[src/rtl/mult_div_seq.sv]
// Sequential 32-bit multiply/divide unit (MULT, MULTU, DIV, DIVU) with HI/LO result registers.
// One shift-add or restoring shift-subtract step per cycle over a 64-bit accumulator.
module mult_div_seq (
  input  logic        clock,
  input  logic        reset,
  input  logic        start,
  input  logic [1:0]  op,
  input  logic [31:0] a,
  input  logic [31:0] b,
  output logic        busy,
  output logic        done,
  output logic        div_zero,
  output logic [31:0] hi,
  output logic [31:0] lo
);

  typedef enum logic [2:0] {StIdle, StPrep, StRun, StFix, StDone} state_e;

  state_e      state_q, state_d;
  logic [1:0]  op_q, op_d;
  logic [31:0] a_q, a_d;
  logic [31:0] b_q, b_d;
  logic [31:0] opnd_q, opnd_d;
  logic [63:0] acc_q, acc_d;
  logic [4:0]  cnt_q, cnt_d;
  logic        neg_res_q, neg_res_d;
  logic        neg_rem_q, neg_rem_d;
  logic [31:0] hi_q, hi_d;
  logic [31:0] lo_q, lo_d;
  logic        dz_q, dz_d;

  logic        is_div, is_signed;
  logic [31:0] abs_a, abs_b;
  logic [32:0] mul_sum;
  logic [33:0] div_diff;
  logic [63:0] prod_fix;
  logic [31:0] quo_fix, rem_fix;

  assign is_div    = op_q[1];
  assign is_signed = ~op_q[0];

  // Datapath helpers: operand magnitudes, one iteration step, and final sign correction.
  always_comb begin
    abs_a = a_q;
    abs_b = b_q;
    if (is_signed && a_q[31]) abs_a = 32'd0 - a_q;
    if (is_signed && b_q[31]) abs_b = 32'd0 - b_q;

    mul_sum  = {1'b0, acc_q[63:32]} + (acc_q[0] ? {1'b0, opnd_q} : 33'd0);
    // Partial remainder shifted left by one with the next dividend bit, minus divisor.
    div_diff = {1'b0, acc_q[63:31]} - {2'b00, opnd_q};

    prod_fix = acc_q;
    quo_fix  = acc_q[31:0];
    rem_fix  = acc_q[63:32];
    if (neg_res_q) begin
      prod_fix = 64'd0 - acc_q;
      quo_fix  = 32'd0 - acc_q[31:0];
    end
    if (neg_rem_q) rem_fix = 32'd0 - acc_q[63:32];
  end

  always_comb begin
    state_d   = state_q;
    op_d      = op_q;
    a_d       = a_q;
    b_d       = b_q;
    opnd_d    = opnd_q;
    acc_d     = acc_q;
    cnt_d     = cnt_q;
    neg_res_d = neg_res_q;
    neg_rem_d = neg_rem_q;
    hi_d      = hi_q;
    lo_d      = lo_q;
    dz_d      = dz_q;

    unique case (state_q)
      StIdle: begin
        if (start) begin
          op_d    = op;
          a_d     = a;
          b_d     = b;
          dz_d    = 1'b0;
          state_d = StPrep;
        end
      end
      StPrep: begin
        cnt_d     = 5'd0;
        neg_res_d = is_signed & (a_q[31] ^ b_q[31]);
        neg_rem_d = is_signed & a_q[31];
        if (is_div) begin
          opnd_d = abs_b;
          acc_d  = {32'd0, abs_a};
        end else begin
          opnd_d = abs_a;
          acc_d  = {32'd0, abs_b};
        end
        if (is_div && (b_q == 32'd0)) begin
          dz_d    = 1'b1;
          state_d = StDone;
        end else begin
          state_d = StRun;
        end
      end
      StRun: begin
        if (is_div) begin
          if (!div_diff[33]) acc_d = {div_diff[31:0], acc_q[30:0], 1'b1};
          else               acc_d = {acc_q[62:0], 1'b0};
        end else begin
          acc_d = {mul_sum, acc_q[31:1]};
        end
        cnt_d = cnt_q + 5'd1;
        if (cnt_q == 5'd31) state_d = StFix;
      end
      StFix: begin
        if (is_div) begin
          hi_d = rem_fix;
          lo_d = quo_fix;
        end else begin
          hi_d = prod_fix[63:32];
          lo_d = prod_fix[31:0];
        end
        state_d = StDone;
      end
      StDone: begin
        state_d = StIdle;
      end
      default: begin
        state_d = StIdle;
      end
    endcase
  end

  always_ff @(posedge clock) begin
    if (reset) begin
      state_q   <= StIdle;
      op_q      <= 2'd0;
      a_q       <= 32'd0;
      b_q       <= 32'd0;
      opnd_q    <= 32'd0;
      acc_q     <= 64'd0;
      cnt_q     <= 5'd0;
      neg_res_q <= 1'b0;
      neg_rem_q <= 1'b0;
      hi_q      <= 32'd0;
      lo_q      <= 32'd0;
      dz_q      <= 1'b0;
    end else begin
      state_q   <= state_d;
      op_q      <= op_d;
      a_q       <= a_d;
      b_q       <= b_d;
      opnd_q    <= opnd_d;
      acc_q     <= acc_d;
      cnt_q     <= cnt_d;
      neg_res_q <= neg_res_d;
      neg_rem_q <= neg_rem_d;
      hi_q      <= hi_d;
      lo_q      <= lo_d;
      dz_q      <= dz_d;
    end
  end

  assign busy     = (state_q == StPrep) || (state_q == StRun) || (state_q == StFix);
  assign done     = (state_q == StDone);
  assign div_zero = dz_q;
  assign hi       = hi_q;
  assign lo       = lo_q;

endmodule
[config.mk]
export PLATFORM = sky130hd
export DESIGN_NAME = mult_div_seq
export DESIGN_NICKNAME = d
export VERILOG_FILES = /design/src/rtl/mult_div_seq.sv
export SDC_FILE = /design/constraint.sdc
export NUM_CORES = 1
export LEC_CHECK = 0
export ABC_AREA = 1
export ABC_CLOCK_PERIOD_IN_PS = 5100
export CORE_MARGIN = 4
export CORE_UTILIZATION = 45
export CTS_BUF_LIST = sky130_fd_sc_hd__clkbuf_4 sky130_fd_sc_hd__clkbuf_8
export DETAILED_ROUTE_END_ITERATION = 10
export GPL_ROUTABILITY_DRIVEN = 0
export PLACE_DENSITY = 0.61
export SYNTH_ARGS = -nofsm -noshare
export SYNTH_HDL_FRONTEND = slang
export SYNTH_SLANG_ARGS = --single-unit
[constraint.sdc]
create_clock -name clock -period 5.1 [get_ports clock]
set_input_delay 0.765 -clock clock [delete_from_list [all_inputs] [get_ports clock]]
set_output_delay 0.765 -clock clock [all_outputs]
set_load 0.005 [all_outputs]
**Word level (Yosys, flattened, before mapping)**

Cells that the tools add are included.

- Input bits: 69
- Word-level logic and storage cells: 65
- Register bits after elaboration: 237
- Output and inout bits: 67

- Bitwise operators: 4
- Add/sub/neg operators: 8
- Eq/ne operators: 8
- Muxes and demuxes: 21
- Reductions and logical operators: 12

Operators with widths:

| operator | number |
|---|---|
| 2-to-1 mux 32 bit | 9 |
| 2-to-1 mux 64 bit | 3 |
| one-hot mux 64 bit (2 select lines) | 1 |
| subtractor 1 x 32 -> 32 bit, first input constant | 4 |
| subtractor 1 x 64 -> 64 bit, first input constant | 1 |
| subtractor 33 x 32 -> 34 bit | 1 |
| adder 32 x 32 -> 33 bit | 1 |
| zero test 32 bit | 1 |
| one-hot mux 3 bit (4 select lines) | 1 |
| one-hot mux 5 bit (2 select lines) | 1 |
| 2-to-1 mux 3 bit | 3 |
| == test 3 x 2 -> 1 bit, second input constant | 2 |
| != test 2 bit, second input constant | 3 |
| adder 5 x 1 -> 5 bit, second input constant | 1 |
| == test 5 bit, second input constant | 1 |
| AND reduction 2 bit | 2 |
| nonzero test 2 bit | 2 |
| == test 3 x 1 -> 1 bit, second input constant | 1 |
| == test 3 bit, second input constant | 1 |
| logical AND 1 bit | 3 |
| zero test 3 bit | 1 |
| AND reduction 3 bit | 1 |
| bitwise AND 1 bit | 2 |
| logical OR 1 bit | 2 |
| 4 further kinds | 5 |

**Depth between registers and ports, before layout**

- Word-level depth: 5
- Gate-level depth with buffers: 20
- Gate-level depth less buffers: 18

**Worst setup path before layout**

Ideal clock, no wire load.

- Path kind: reg2reg
- Start point: register acc_q[0]
- End point: register acc_q[45]
- Buffers on the path: 2
- Cell stages (with the launch flop): 20
- Data required time: 5.030 ns
- Period minus slack after synthesis: 2.472 ns
- Library setup time: 0.070 ns
- Data arrival time: 2.402 ns
- Path slack: 2.628 ns
- Cell sequence: dfxtp_1 buf_2 clkbuf_1 nand2_1 inv_1 ha_1 inv_1 fa_1 inv_1 nand3_1 nand3_1 nand2_1 nand2_1 nand2_1 nand2_1 nand2_1 nand3_1 nand2_1 nand3b_1 a21oi_1

- Word-level cells in the longest chain between the ends: 4

RTL lines:

| item | line | RTL |
|---|---|---|
| start: declaration | 24 | `logic [63:0] acc_q, acc_d;` |
| start signal: assignment | 141 | `acc_q <= 64'd0;` |
| start signal: assignment | 154 | `acc_q <= acc_d;` |
| 2-to-1 mux 32 bit | 49 | `mul_sum = {1'b0, acc_q[63:32]} + (acc_q[0] ? {1'b0, opnd_q} : 33'd0);` |
| adder 32 x 32 -> 33 bit | 49 |  |
| 2-to-1 mux 64 bit | 106 | `if (is_div) begin` |
| one-hot mux 64 bit (2 select lines) | 77 | `unique case (state_q)` |

No other way between the ends.
A chain may end at the register's enable or synchronous reset.

**Worst setup path after layout**

- Start point: register state_q[2]
- End point: output busy

- Word-level cells in the longest chain between the ends: 3
- Elaborated cells on any way between the ends: 5

RTL lines:

| item | line | RTL |
|---|---|---|
| start: declaration | 19 | `state_e state_q, state_d;` |
| start signal: assignment | 136 | `state_q <= StIdle;` |
| start signal: assignment | 149 | `state_q <= state_d;` |
| == test 3 x 1 -> 1 bit / == test 3 x 2 -> 1 bit (equally long branches) | 164 | `assign busy = (state_q == StPrep) \|\| (state_q == StRun) \|\| (state_q == StFix);` |
| logical OR 1 bit | 164 |  |
| logical OR 1 bit * | 164 |  |
| end: declaration | 10 | `output logic busy,` |

Every way passes the cells marked *; elsewhere a longest branch is shown, timed or not.

==> results.json <==
{
  "path_cells": "inv_1 -> nand2_1 -> nor2_4 -> clkinv_1 -> buf_4 -> nand2_1 -> inv_2 -> nand2_1 -> clkdlybuf4s50_1",
  "fraction_of_synthesized_cell_area_taken_by_the_top_area_cell_type_pct": 24.3,
  "core_region_area_mm2": 0.0430,
  "dpl.hpwl_um": 58700,
  "delay_of_the_slowest_cell_on_the_worst_path_ns": 0.64,
  "clock_tree_from_tritoncts": "built",
  "worstHoldPathType": "reg -> reg",
  "clock_skew_ns": 0.0684,
  "synthCells": 3362,
  "setup_violations": 0,
  "clk_path_buf_depth": 3,
  "timing.reg2reg.setup_slack_ns": 1.69,
  "fill_cells": 4646,
  "root_buffer": "sky130_fd_sc_hd__clkbuf_8",
  "fp.dieW_um": 216,
  "grt_pass1_wl_um": 115000,
  "placedCellCount": 3964,
  "final_hold_viol_count": 0,
  "crit_path_start": "state_q[2]",
  "finalCriticalPeriod_ns": 3.75,
  "rsz0062_at_grt": "false",
  "cts.repair_timing.setup_buffer_count": 0,
  "timing.final.max_slew_violations": 0,
  "place_ws_ns": 1.90,
  "fin_area_mm2": 0.0222,
  "synthesis.area_mm2": 0.0196,
  "timing.critical_path.slowest_stage_cell": "sky130_fd_sc_hd__nand2_1",
  "io_buffers": 135,
  "io_pins": 136,
  "swShare_pct": 49.3,
  "synth-edff-count": 0,
  "combPwrFrac_pct": 51.7,
  "num_vias": 22292,
  "synth.avg_cell_area_um2": 5.82,
  "synth-async-reset-ratio_pct": 0,
  "drt_iter0_markers": 2274,
  "worst_slew_pin_slew_ns": 1.17,
  "maxCapViolCount": 0,
  "ffs_latches_synth": 237,
  "drtPass1Iterations": 6,
  "leakage_power_total_nw": 10.7,
  "power.ir.vdd_worst_v": 0.000200,
  "max-slew-margin-rel_pct": 21.8,
  "initial_standard_cell_utilization_of_the_core_pct": 45.5,
  "hold_buffers": 0,
  "power_density_cells_mw_per_mm2": 402,
  "fin_tns_setup_ns": 0,
  "cp.required_ns": 4.34,
  "post_synth_most_frequent_cells": "sky130_fd_sc_hd__nand2_1, sky130_fd_sc_hd__inv_1, sky130_fd_sc_hd__nand3_1",
  "height_of_the_die_um": 216,
  "nNetsFinal": 3566,
  "setup.worst_path.class": "reg -> out",
  "netSwitchingPower_mw": 4.39,
  "drive_above_1_share_pct": 4.51,
  "crit_path_max_fanout": 26,
  "die_area_mm2": 0.0468,
  "cp.arrival_ns": 2.98,
  "critPathMostFrequentCell": "sky130_fd_sc_hd__nand2_1",
  "finalHoldWorstSlack_ns": 0.464,
  "clock_slew_at_reported_path_ffs_ns": 0.07,
  "routed_wl_um": 75200,
  "max_freq_mhz": 267,
  "ys_dominant_reg_cell": "sky130_fd_sc_hd__dfxtp_1",
  "crit_path_start_kind": "flip-flop",
  "ys_top_cells_by_area": "sky130_fd_sc_hd__dfxtp_1, sky130_fd_sc_hd__nand2_1, sky130_fd_sc_hd__inv_1",
  "post-route-period-util_pct": 73.5,
  "insertion_delay_ns": 0.66,
  "grt_overflow_total": 0,
  "power.internal_mw": 4.53,
  "pnr_worst_setup_slack_ns": 1.35,
  "cts-buffers-inserted": 44,
  "crit-reg2reg-launch": "acc_q[0]",
  "placement_rows": 76,
  "run_status": "finished clean",
  "postSynthNetCount": 3503,
  "routedWlPerCell_um": 18.6,
  "cts_sinks": 237,
  "yosys.cell_types.count": 53,
  "placement.cell_area_mm2": 0.0213,
  "drc_errors": 0,
  "instances_no_fill": 4043,
  "power.share.sequential_pct": 26.1,
  "clkPwrFrac_pct": 22.2,
  "number_of_instances_resized_during_post_cts_repair": 0,
  "number_of_global_route_vias_before_repair": 20533,
  "synthToLayoutAreaGrowth_pct": 13.4,
  "most_instantiated_library_cell_after_synthesis": "sky130_fd_sc_hd__nand2_1",
  "antenna_diode_count": 0,
  "synth_warnings": 0,
  "htree_levels": 2,
  "synth.largest_area_cell": "sky130_fd_sc_hd__dfxtp_1",
  "grt_start_max_net_pins": 122,
  "route.antenna.remaining_nets": 0,
  "ys_seq_area_share_pct": 24.3,
  "global_routing_usage_summed_across_all_routing_layers_pct": 30.9,
  "viasPerCell": 5.51,
  "crit_path_end_kind": "output pin",
  "hold_path.startpoint": "div_zero",
  "antenna_found_initial": 0
}
layer usage:
metal	up-vias	routed length [µm]	global-route usage, %
met4	0	3970	14.0
met2	981	32600	48.5
met1	10165	32100	41.3
met5	-	0	0
met3	182	6580	6.14
li1	10964	-	-
cell usage in the layout, fill, tap and decap left out, drive strengths merged, types with 3 or more instances in the layout:
cell type	count
nand4	47
xor2	83
or2	7
dfxtp	237
o21bai	18
clkinv	9
nand3b	21
nor3	38
buf	20
xnor2	14
a211oi	3
nand3	317
o221ai	9
clkinvlp	4
o21ai	236
clkdlybuf4s50	134
inv	500
nand2	936
o211ai	41
ha	70
nor4	3
nor2	325
clkbuf	67
a21oi	255
a31oi	26
and2	5
o22ai	19
o31ai	4
kinds of logic after synthesis:
group           Yosys count  share of synthesized area, %
compound gates          618                          17.3
xor+xnor                 97                          4.35
fa+ha+maj                72                          4.68
buf+inv                 638                          12.5
flops                   237                          24.3
simple gates           1700                          36.9
worst max-delay path: cells and delay by family, from the launching register on:
| kind | cells | cell delay [ns] |
|---|---|---|
| DFF | 1 | 0.31 |
| and+or+nand+nor | 4 | 1.03 |
| buffers and inverters | 5 | 0.99 |
flip-flops by register name (all words and copies together) (netlist names), 3 cells and up:
name and count:
b_q 32, cnt_q 5, opnd_q 32, acc_q 64, lo 32, hi 32
state_q 3, a_q 32
final cells by class:
class	count	area [µm²]	area share, %
clock buffer	67	841	3.79
clock inverter	12	87.6	0.395
inverter	501	1880	8.50
multi-input combinational	2487	12400	55.9
sequential	237	4750	21.4
tap	585	732	3.30
timing repair buffer	154	1490	6.72
power by group through the flow:
stage	sequential (mW)	combinational, mW	clock [mW]
after floorplan	2.25	3.20	0
after global placement	2.35	4.47	0
after detailed placement	2.35	4.47	0
after CTS	2.32	4.49	2.01
after global routing	2.35	5.07	2.08
final	2.32	4.61	1.98
through the flow:
stage	util, %	total power, mW
final	51.6	8.92
after global routing	51.6	9.50
after CTS	51.6	8.82
after detailed placement	49.4	6.82
after global placement	49.4	6.81
after floorplan	-	5.45
final timing paths:
check	cells past startpoint	endpoint
max	9	busy
min	2	div_zero
max reg2reg	15	acc_q[58]
min reg2reg	2	div_zero
No activity file was read; power rests on OpenSTA's default activity.
